File: config.mk
export PLATFORM = sky130hd
export DESIGN_NAME = key_pulse_filter
export DESIGN_NICKNAME = d
export VERILOG_FILES = /design/src/rtl/key_pkg.sv /design/src/rtl/key_sync_edge.sv /design/src/rtl/key_pulse_filter.sv
export SDC_FILE = /design/constraint.sdc
export NUM_CORES = 1
export LEC_CHECK = 0
export BUFFER_PORTS_ARGS = -buffer_cell sky130_fd_sc_hd__clkbuf_2
export CAP_MARGIN = 20
export CORE_UTILIZATION = 40
export DETAILED_ROUTE_END_ITERATION = 10
export HOLD_SLACK_MARGIN = 0.05
export PLACE_DENSITY_LB_ADDON = 0.05
export SYNTH_ARGS = -nofsm -noshare
export SYNTH_HDL_FRONTEND = slang
export SYNTH_SLANG_ARGS = --single-unit
export TNS_END_PERCENT = 10
File: constraint.sdc
create_clock -name clock -period 2.05 [get_ports clock]
set_input_delay 0.3075 -clock clock [delete_from_list [all_inputs] [get_ports clock]]
set_output_delay 0.3075 -clock clock [all_outputs]
set_load 0.005 [all_outputs]
File: src/rtl/key_pkg.sv
// Shared definitions for the key debounce front end: FSM encoding and debounce window constants.
package key_pkg;

  typedef enum logic [1:0] {
    IDLE    = 2'd0,
    FILT_DN = 2'd1,
    DOWN    = 2'd2,
    FILT_UP = 2'd3
  } key_fsm_e;

  // Debounce window minus one: 20 ms at 50 MHz, and a short window for simulation.
  localparam int unsigned CNT_MAX_50M = 999_999;
  localparam int unsigned CNT_MAX_SIM = 9;

endpackage

File: src/rtl/key_sync_edge.sv
// Two-flop synchroniser for the raw key plus a history flop for edge detection.
module key_sync_edge (
  input  logic clock,
  input  logic rst_n,
  input  logic key_in,
  output logic nedge,
  output logic pedge,
  output logic s2
);

  logic s1;
  logic s3;

  // Reset to released so a key held through reset still shows a falling edge.
  always_ff @(posedge clock) begin
    if (!rst_n) begin
      s1 <= 1'b1;
      s2 <= 1'b1;
      s3 <= 1'b1;
    end else begin
      s1 <= key_in;
      s2 <= s1;
      s3 <= s2;
    end
  end

  assign nedge = s3 & ~s2;
  assign pedge = ~s3 & s2;

endmodule

File: src/rtl/key_pulse_filter.sv
// Debounces an active-low key into level, edge-flag and press-pulse outputs.
// Optional auto-repeat of press_pulse while held is enabled by defining KEY_REPEAT_EN.
module key_pulse_filter
  import key_pkg::*;
#(
  parameter int unsigned CNT_MAX       = CNT_MAX_50M
`ifdef KEY_REPEAT_EN
  ,
  parameter int unsigned REPEAT_FIRST  = 24_999_999,
  parameter int unsigned REPEAT_PERIOD = 4_999_999
`endif
) (
  input  logic clock,
  input  logic rst_n,
  input  logic key_in,
  output logic key_flag,
  output logic key_state,
  output logic press_pulse
);

  localparam int unsigned CNT_W = $clog2(CNT_MAX + 1);

  logic nedge;
  logic pedge;
  logic key_sync;

  key_sync_edge u_sync (
    .clock  (clock),
    .rst_n  (rst_n),
    .key_in (key_in),
    .nedge  (nedge),
    .pedge  (pedge),
    .s2     (key_sync)
  );

  key_fsm_e   state;
  key_fsm_e   state_nxt;
  logic [CNT_W-1:0] cnt;
  logic [CNT_W-1:0] cnt_nxt;
  logic       key_flag_nxt;
  logic       key_state_nxt;
  logic       press_pulse_nxt;
  logic       cnt_done;

  assign cnt_done = (cnt == CNT_W'(CNT_MAX));

`ifdef KEY_REPEAT_EN
  localparam int unsigned RPT_MAX = (REPEAT_FIRST > REPEAT_PERIOD) ? REPEAT_FIRST : REPEAT_PERIOD;
  localparam int unsigned RPT_W   = $clog2(RPT_MAX + 1);

  logic [RPT_W-1:0] rpt_cnt;
  logic [RPT_W-1:0] rpt_cnt_nxt;
  logic             rpt_first;
  logic             rpt_first_nxt;
  logic             rpt_hit;

  assign rpt_hit = (rpt_cnt == (rpt_first ? RPT_W'(REPEAT_FIRST) : RPT_W'(REPEAT_PERIOD)));
`endif

  always_ff @(posedge clock) begin
    if (!rst_n) begin
      state       <= IDLE;
      cnt         <= '0;
      key_flag    <= 1'b0;
      key_state   <= 1'b1;
      press_pulse <= 1'b0;
`ifdef KEY_REPEAT_EN
      rpt_cnt     <= '0;
      rpt_first   <= 1'b1;
`endif
    end else begin
      state       <= state_nxt;
      cnt         <= cnt_nxt;
      key_flag    <= key_flag_nxt;
      key_state   <= key_state_nxt;
      press_pulse <= press_pulse_nxt;
`ifdef KEY_REPEAT_EN
      rpt_cnt     <= rpt_cnt_nxt;
      rpt_first   <= rpt_first_nxt;
`endif
    end
  end

  // Opposing edges are checked before window expiry so a bounce on the last count wins.
  always_comb begin
    state_nxt       = state;
    cnt_nxt         = cnt;
    key_flag_nxt    = 1'b0;
    key_state_nxt   = key_state;
    press_pulse_nxt = 1'b0;
`ifdef KEY_REPEAT_EN
    rpt_cnt_nxt     = '0;
    rpt_first_nxt   = 1'b1;
`endif
    case (state)
      IDLE: begin
        key_state_nxt = 1'b1;
        if (nedge) state_nxt = FILT_DN;
      end
      FILT_DN: begin
        if (pedge) begin
          state_nxt = IDLE;
        end else if (cnt_done && !key_sync) begin
          state_nxt       = DOWN;
          key_flag_nxt    = 1'b1;
          press_pulse_nxt = 1'b1;
          key_state_nxt   = 1'b0;
        end else if (!cnt_done) begin
          cnt_nxt = cnt + CNT_W'(1);
        end
      end
      DOWN: begin
        if (pedge) begin
          state_nxt = FILT_UP;
        end
`ifdef KEY_REPEAT_EN
        else if (rpt_hit) begin
          press_pulse_nxt = 1'b1;
          rpt_cnt_nxt     = '0;
          rpt_first_nxt   = 1'b0;
        end else begin
          rpt_cnt_nxt   = rpt_cnt + RPT_W'(1);
          rpt_first_nxt = rpt_first;
        end
`endif
      end
      FILT_UP: begin
        if (nedge) begin
          state_nxt = DOWN;
        end else if (cnt_done && key_sync) begin
          state_nxt     = IDLE;
          key_flag_nxt  = 1'b1;
          key_state_nxt = 1'b1;
        end else if (!cnt_done) begin
          cnt_nxt = cnt + CNT_W'(1);
        end
      end
      default: begin
        state_nxt = IDLE;
      end
    endcase
    if (state_nxt != state) cnt_nxt = '0;
  end

endmodule

==> results.cfg, run 1 <==
[floorplanning]
ios = 6
dieArea_mm2 = 0.00403
die_w_um = 63.5
core_area_mm2 = 0.00347
initial_core_util_pct = 43.6
fp.dieH_um = 63.5
placementRows = 21

[routing]
drc_errors = 0
viasPerCell = 5.49
avgRoutedWirePerCell_um = 13.0
dr.pass1.iters = 4
drt_wl_total_um = 3270
route.antenna.remaining_nets = 0
vias = 1378
drt_iter0_drc = 113

[worst_setup_path]
cpMostUsedCell = buf_4
cp_max_fo = 9
cp-start-kind = flop
worstPathCellList = or4b_4 -> nor4_4 -> buf_4 -> a21oi_2 -> o31ai_2 -> buf_4 -> buf_8 -> nor2_1
reg2regPathDepth = 8
required_ns = 2.22
r2r_setup_slack_ns = -0.01
cp_num_buf_inv = 3
critPathMaxStageDelay_ns = 0.55
setup.worst_path.class = reg -> reg
worstSetupEndpointType = flop
cp.arrival_ns = 2.23
crit_slowest_cell = or4b_4
r2r-end = cnt[8]
reg2reg_from = cnt[10]
crit_family = simple AND/OR/NAND/NOR gates

[timing]
tns_ns = -0.0542
setup_viol = 12
period_share_pct = 101
holdWs_ns = 0.200
timing.fmax_mhz = 485
fin_skew_ns = 0.00750
tightest_slew_ns = 0.388
rsz0062_at_grt = yes
finalCriticalPeriod_ns = 2.06
finalHoldViolCount = 0
maxSlewHeadroom_pct = 73.9
fin_ws_ns = -0.0122
final_max_slew_viol_count = 0

[cells_and_area]
area_growth_pct = 23.6
layout_common_cells = buf_4, dfxtp_1, nor2_1
layout_commonest_cell = buf_4
antenna_cells = 0
nets = 210
drive_above_1_share_pct = 26.3

[grt]
grt_start_max_net_pins = 17
grt.overflow.total = 0
antenna_found_initial = 0
grt_pass1_vias = 1245
grt_pass1_wl_um = 5480
grtUsageTotal_pct = 17.2

[logic_synthesis]
avgSynthCellArea_um2 = 8.55
synthCells = 177
synth_simple_gate_area_share_pct = 36.8
synthFlopType = dfxtp_1
seq_area_frac_synth_pct = 37.1
synth.area.mux_share_pct = 0.662
mappedNetlistNets = 181
synth-xor-area-share_pct = 6.37
synth-compound-area-share_pct = 13.0
syn_area_mm2 = 0.00151
synth-warning-count = 0
ys_seq_elements = 28
synth_edf_count = 0
ys_async_sr_fraction_pct = 0
synth_top_family_by_area = simple AND/OR/NAND/NOR gates
synthAdderAreaFrac_pct = 0.827
synth_cell_type_count = 43

[clock_tree]
root_buffer = clkbuf_8
cts.reportedPaths.clkPinSlew_ns = 0.10
clkSinkCount = 28
cts-htree-levels = 1
clk_latency_ns = 0.28
cts_buffers = 3
clock_path_buffers = 2
cts_tree = built

[place]
gp_congestion = 0.815
dp_hpwl_um = 2490
io_buffers = 5
place_ws_ns = -0.00128

[min_path]
worstHoldStart = key_in
whs_endpoint = u_sync.s1
hold_depth = 2
holdCritPathClass = in -> reg

[flow_run]
max-cap-violations = 0

[power]
fin_total_pwr_mw = 1.06
leakagePower_nw = 0.658
ir_worst_vdd_v = 0.000491
power_density_mw_per_mm2 = 565

[run_status]
outcome = finished with violations
violations = negative setup slack
-- what timing repair did --
| action | CTS | global route |
|---|---|---|
| hold buffers | 0 | 0 |
| setup endpoints to repair | 15 | 21 |
| buffers inserted | 1 | 3 |
| pin swaps | 1 | 4 |
| cloned | 0 | 1 |
| resized for setup | 0 | 14 |
-- metal layers --
layer / share of wire (%) / vias to the layer above / global-route usage [%]
met3: 5.8 / 2 / 4.17
met4: 0.40 / 0 / 3.69
li1: - / 712 / -
met5: 0 / - / 0
met1: 49 / 625 / 23.2
met2: 45 / 39 / 27.7
-- metrics by stage --
stage / utilization, % / std cells / area [um^2]
6_report: 53.9 / 251 / 1870
5_1_grt: 53.9 / 251 / 1870
4_1_cts: 52.2 / 247 / 1810
3_5_place_dp: 49.9 / 242 / 1730
3_3_place_gp: 49.9 / 242 / 1730
2_1_floorplan: - / 177 / 1510
-- report_power, final --
group | leakage (nW) | switching, mW | total, mW | internal, mW
Combinational | 0.394 | 0.0341 | 0.0638 | 0.0297
Sequential | 0.229 | 0.00440 | 0.552 | 0.548
Clock | 0.0357 | 0.178 | 0.439 | 0.262
Total | 0.658 | 0.216 | 1.06 | 0.839
-- state kept, by name, indices dropped and copies added, names as in the netlist --
signal	cells
u_sync.s1	1
u_sync.s3	1
key_state	1
press_pulse	1
key_flag	1
u_sync.s2	1
state	2
cnt	20
-- synthesized netlist by cell type (4+ instances only) --
cell / count / area share [%]
dfxtp_1: 28 / 37
nor2_1: 15 / 3.7
a21oi_1: 13 / 4.3
nand2_1: 13 / 3.2
nand3_1: 10 / 3.3
xnor2_1: 7 / 4.1
and3_1: 6 / 2.5
nand4_1: 6 / 2.5
o31ai_1: 6 / 3.0
or4_1: 6 / 3.0
nand2b_1: 5 / 2.1
o21ai_0: 5 / 1.7
a211oi_1: 4 / 2.0
nand4b_1: 4 / 2.3
nor3_1: 4 / 1.3
xor2_1: 4 / 2.3
-- cells by family (layout without fill, tap and decap cells) --
group | count (synthesis) | after routing
AND/OR/NAND/NOR | 90 | 90
AO/OA/AOI/OAI | 32 | 32
flip-flops | 28 | 28
buffers and inverters | 14 | 42
XOR/XNOR | 11 | 11
adder cells (fa/ha/maj) | 1 | 1
multiplexers | 1 | 1
-- worst max-delay path by stage --
stage | start | to | slack [ns] | cells after the start
6_report | cnt[10] | cnt[8] | -0.01 | 8
5_1_grt | cnt[10] | cnt[9] | -0.1 | 8
4_1_cts | cnt[8] | cnt[2] | 0.02 | 7
3_5_place_dp | cnt[8] | cnt[16] | -0.001 | 6
3_3_place_gp | cnt[8] | cnt[7] | 0.05 | 6
2_1_floorplan | cnt[8] | state[0] | 0.02 | 7
-- area by class of cell --
| cell class | count | area, um^2 |
|---|---|---|
| clock inverter | 1 | 30.0 |
| multi-input combinational | 135 | 887 |
| clock buffer | 3 | 41.3 |
| fill | 330 | 1600 |
| sequential | 28 | 568 |
| inverter | 3 | 11.3 |
| tap | 46 | 57.6 |
| timing repair buffer | 35 | 274 |
Power figures use the tool's default switching activity.
==> run 2, diff against run 1 <==
clock period = 1.7 ns   (was 2.05 ns; I/O delays follow)
==> run 2 against run 1 <==
- the flow still finishes with violations (negative setup slack)
- core utilization increased by 2.1 points
- maximum frequency increased by 4.0%
- global-route usage increased by 2.1 points
- sequential cell count unchanged
- die area unchanged
- wire length increased by 10%
- register-to-register slack got worse by 0.27 ns
- cell area increased by 3.9%
- clock power decreased by 19%
- sequential share of layout area decreased by 1.5 points
- largest power group unchanged
==> results.cfg, run 2 (synthesis gave the netlist of run 1 again) <==
[timing]
fin_skew_ns = 0.00543
finalHoldViolCount = 0
timing.fmax_mhz = 504
tns_ns = -6.21
finalCriticalPeriod_ns = 1.98
rsz0062_at_grt = yes
setup_viol = 25
maxSlewHeadroom_pct = 70.4
period_share_pct = 117
tightest_slew_ns = 0.440
fin_ws_ns = -0.283
final_max_slew_viol_count = 0

[cells_and_area]
final_core_util_pct = 56.0
antenna_cells = 0
regMostFlops = cnt
drive_above_1_share_pct = 30.0
area_growth_pct = 28.4
nets = 226
layout_commonest_cell = buf_4
final_cell_count_no_fill = 266
largest_reg_flops = 20
layout_common_cells = buf_4, dfxtp_1, nor2_1
top_regs = cnt x20, state x2

[power]
ir_worst_vdd_v = 0.000320
leakagePower_nw = 0.722
power_density_mw_per_mm2 = 566
fin_total_pwr_mw = 1.10

[routing]
vias = 1453
route.antenna.remaining_nets = 0
drt_iter0_drc = 66
drc_errors = 0
drt_wl_total_um = 3600
avgRoutedWirePerCell_um = 13.5
viasPerCell = 5.46
dr.pass1.iters = 4

[floorplanning]
placementRows = 21
core_area_mm2 = 0.00347
fp.dieH_um = 63.5
die_w_um = 63.5
ios = 6
initial_core_util_pct = 43.6
dieArea_mm2 = 0.00403

[worst_setup_path]
worstSetupEndpointType = flop
setup.worst_path.class = reg -> reg
critPathMaxStageDelay_ns = 0.55
worstPathCellList = or4b_4 -> nor4_4 -> a21oi_1 -> o31ai_2 -> buf_12 -> nor2_1
cp-start-kind = flop
cp_max_fo = 20
r2r_setup_slack_ns = -0.28
required_ns = 1.87
reg2regPathDepth = 6
cp.arrival_ns = 2.15
crit_slowest_cell = or4b_4
reg2reg_from = cnt[10]
r2r-end = cnt[0]
crit_family = simple AND/OR/NAND/NOR gates
cp_num_buf_inv = 1

[run_status]
violations = negative setup slack
outcome = finished with violations

[grt]
grt_start_max_net_pins = 21
grt_pass1_wl_um = 6150
grt.overflow.total = 0
grt_pass1_vias = 1371
grtUsageTotal_pct = 19.4
antenna_found_initial = 0

[flow_run]
max-cap-violations = 0

[clock_tree]
clk_latency_ns = 0.27
cts-htree-levels = 1
cts_setup_buffers = 0
cts.reportedPaths.clkPinSlew_ns = 0.09
cts_tree = built
clkSinkCount = 28
clock_path_buffers = 2
root_buffer = clkbuf_8
cts_buffers = 3

[place]
place_ws_ns = -0.292
io_buffers = 5
dp.cells = 263
dp_hpwl_um = 2790
gp_congestion = 0.820

[min_path]
holdCritPathClass = in -> reg
worstHoldStart = key_in
whs_endpoint = u_sync.s1
hold_depth = 2
[run 2: timing repair]
item                                   CTS  global route
hold buffers                             0             0
pin swaps                                1             0
setup endpoints to repair               25            25
resized for setup                        2             1
endpoints found under the hold margin    0             0
[run 2: where the power goes]
part | total, mW | internal, mW | switching, mW
clock network | 0.355 | 0.159 | 0.196
registers | 0.667 | 0.662 | 0.00449
logic | 0.0782 | 0.0361 | 0.0421
total | 1.10 | 0.857 | 0.242
[run 2: worst max path at each step]
stage                       start        to  slack [ns]  cells past startpoint
after CTS                 cnt[10]   cnt[10]       -0.31                      6
after global placement     cnt[8]   cnt[11]       -0.25                      6
after global routing      cnt[10]    cnt[9]       -0.40                      6
after detailed placement  cnt[10]   cnt[11]       -0.29                      6
after floorplan           cnt[10]  state[0]       -0.24                      7
final                     cnt[10]    cnt[0]       -0.28                      6
[run 2: routing by layer]
metal / wire, um / global-route usage, % / part of all wire [%]
met5: 0 / 0 / 0
met4: 67 / 7.10 / 1.9
met3: 105 / 3.08 / 2.9
met2: 1820 / 34.6 / 51
met1: 1600 / 23.0 / 45
[run 2: layout make-up]
class                   instances  area [um^2]
clock buffers                   3         41.3
fillers                       343         1530
flip-flops and latches         28          562
multi-input cells             135          887
repair buffers                 51          383
inverters                       3         11.3
well taps                      46         57.6
[run 2: metrics by stage]
stage | instance area, um^2 | hold slack (ns)
CTS | 1940 | 0.154
global route | 1940 | 0.147
global placement | 1890 | 0.400
finish | 1940 | 0.158
floorplan | 1520 | 0.328
detailed placement | 1890 | 0.428
==> run 3, diff against run 2 <==
CORE_UTILIZATION = 45   (was 40)
==> run 3 against run 2 <==
- the run still ends with negative setup slack left
- non-clock buffer count is 2 higher
- clock power is 10% lower
- register-to-register slack worse by 0.02 ns
- first-iteration DRC count rose by 50%
- global-route usage increased by 3.2 points
- cell area up 0.32%
- sequential cell count is the same
- via count down 1.9%
- critical path depth did not move
- sequential share of layout area is 0.093 points lower
- critical endpoint is now cnt[11]
- largest power group unchanged
==> results.cfg, run 3 (synthesis gave the netlist of run 1 again) <==
[run_status]
outcome = finished with violations
violations = negative setup slack

[place]
place_ws_ns = -0.292
gp_congestion = 0.867
dp.cells = 262
placed_area_mm2 = 0.00190
dp_hpwl_um = 2810
io_buffers = 5

[clock_tree]
cts.reportedPaths.clkPinSlew_ns = 0.15
cts-htree-levels = 1
cts_buffers = 3
clock_path_buffers = 2
root_buffer = clkbuf_4
cts_tree = built
clkSinkCount = 28
clk_latency_ns = 0.32

[cells_and_area]
layout_common_cells = buf_4, dfxtp_1, nor2_1
layout_commonest_cell = buf_4
multi_input_area_um2 = 886
area_growth_pct = 28.8
final_cell_count_no_fill = 267
drive_above_1_share_pct = 30.9
nets = 228
num-fill-cells = 292
regMostFlops = cnt
largest_reg_flops = 20
fin_area_mm2 = 0.00195
final_core_util_pct = 62.3
top_regs = cnt x20, state x2
antenna_cells = 0
seqCellArea_um2 = 562

[floorplanning]
die_w_um = 60.0
core_area_mm2 = 0.00313
placementRows = 20
dieArea_mm2 = 0.00360
initial_core_util_pct = 48.4
ios = 6
fp.dieH_um = 60.0

[grt]
grt_pass1_wl_um = 5980
grt.overflow.total = 0
grt_use_met2_pct = 41.6
antenna_found_initial = 0
met1_usage_pct = 26.6
grt_pass1_vias = 1391
grtUsageTotal_pct = 22.5
grt-busiest-layer = met2
grt_start_max_net_pins = 21
grt_util_met3_pct = 2.81

[timing]
setup_viol = 25
final_max_slew_viol_count = 0
tightest_slew_ns = 0.397
maxSlewHeadroom_pct = 73.3
period_share_pct = 118
tns_ns = -6.31
fin_skew_ns = 0.00563
finalCriticalPeriod_ns = 2.00
fin_ws_ns = -0.299
timing.fmax_mhz = 500
rsz0062_at_grt = yes
finalHoldViolCount = 0
holdWs_ns = 0.0982

[power]
ir_worst_vdd_v = 0.000269
power_density_mw_per_mm2 = 546
fin_total_pwr_mw = 1.06
leakagePower_nw = 0.734

[routing]
vias = 1426
route.antenna.remaining_nets = 0
dr.pass1.iters = 4
avgRoutedWirePerCell_um = 13.1
drc_errors = 0
viasPerCell = 5.34
drt_iter0_drc = 99
drt_wl_total_um = 3510

[worst_setup_path]
crit_slowest_cell = or4b_4
critPathMaxStageDelay_ns = 0.56
required_ns = 1.91
cp-start-kind = flop
worstSetupEndpointType = flop
cp_max_fo = 20
reg2regPathDepth = 6
cpMostUsedCell = a21oi_1
cp.arrival_ns = 2.21
worstPathCellList = or4b_4 -> nor4_4 -> a21oi_1 -> o31ai_2 -> buf_12 -> a21oi_1
setup.worst_path.class = reg -> reg

[min_path]
hold_depth = 2
holdCritPathClass = in -> reg

[flow_run]
max-cap-violations = 0
==> run 3: cell count changes in the layout (fill, tap and decap cells not counted), sizes merged <==
cell / before / now
clkbuf: 8 / 9
buf: 46 / 48
==> run 3: final timing paths <==
| kind | start | end | slack (ns) |
|---|---|---|---|
| max | cnt[10] | cnt[11] | -0.30 |
| min | key_in | u_sync.s1 | 0.1 |
| max reg2reg | cnt[10] | cnt[11] | -0.30 |
| min reg2reg | u_sync.s1 | u_sync.s2 | 0.45 |
==> run 3: per-layer routing <==
layer  wire length, um  up-vias
met5                 0        -
met2              1830       18
met3                71        4
li1                  -      750
met4                34        0
met1              1570      654
==> run 3: report_power, final <==
group,total [mW],switching [mW],internal [mW],leakage (nW)
sequential,0.669,0.00550,0.663,0.227
combinational,0.0767,0.0405,0.0362,0.486
clock,0.319,0.188,0.131,0.0210
==> run 3: final cells by class <==
| cell class | count | area share, % |
|---|---|---|
| Sequential cell | 28 | 28.8 |
| Tap cell | 44 | 2.83 |
| Multi-Input combinational cell | 135 | 45.5 |
| Timing Repair Buffer | 53 | 20.4 |
| Clock buffer | 4 | 1.86 |
| Inverter | 3 | 0.578 |
==> run 3: critical path: cells and delay by family (launching register included) <==
kind	cells	cell delay, ns
flops	1	0.35
buf+inv	1	0.20
simple gates	2	0.90
compound gates	3	0.44
==> run 3: repair_timing <==
action / 4_1_cts / 5_1_grt
setup buffers: 1 / 0
cloned: 0 / 0
hold buffers: 0 / 0
resized for setup: 1 / 2
setup endpoints to repair: 25 / 25
pin swaps: 1 / 0
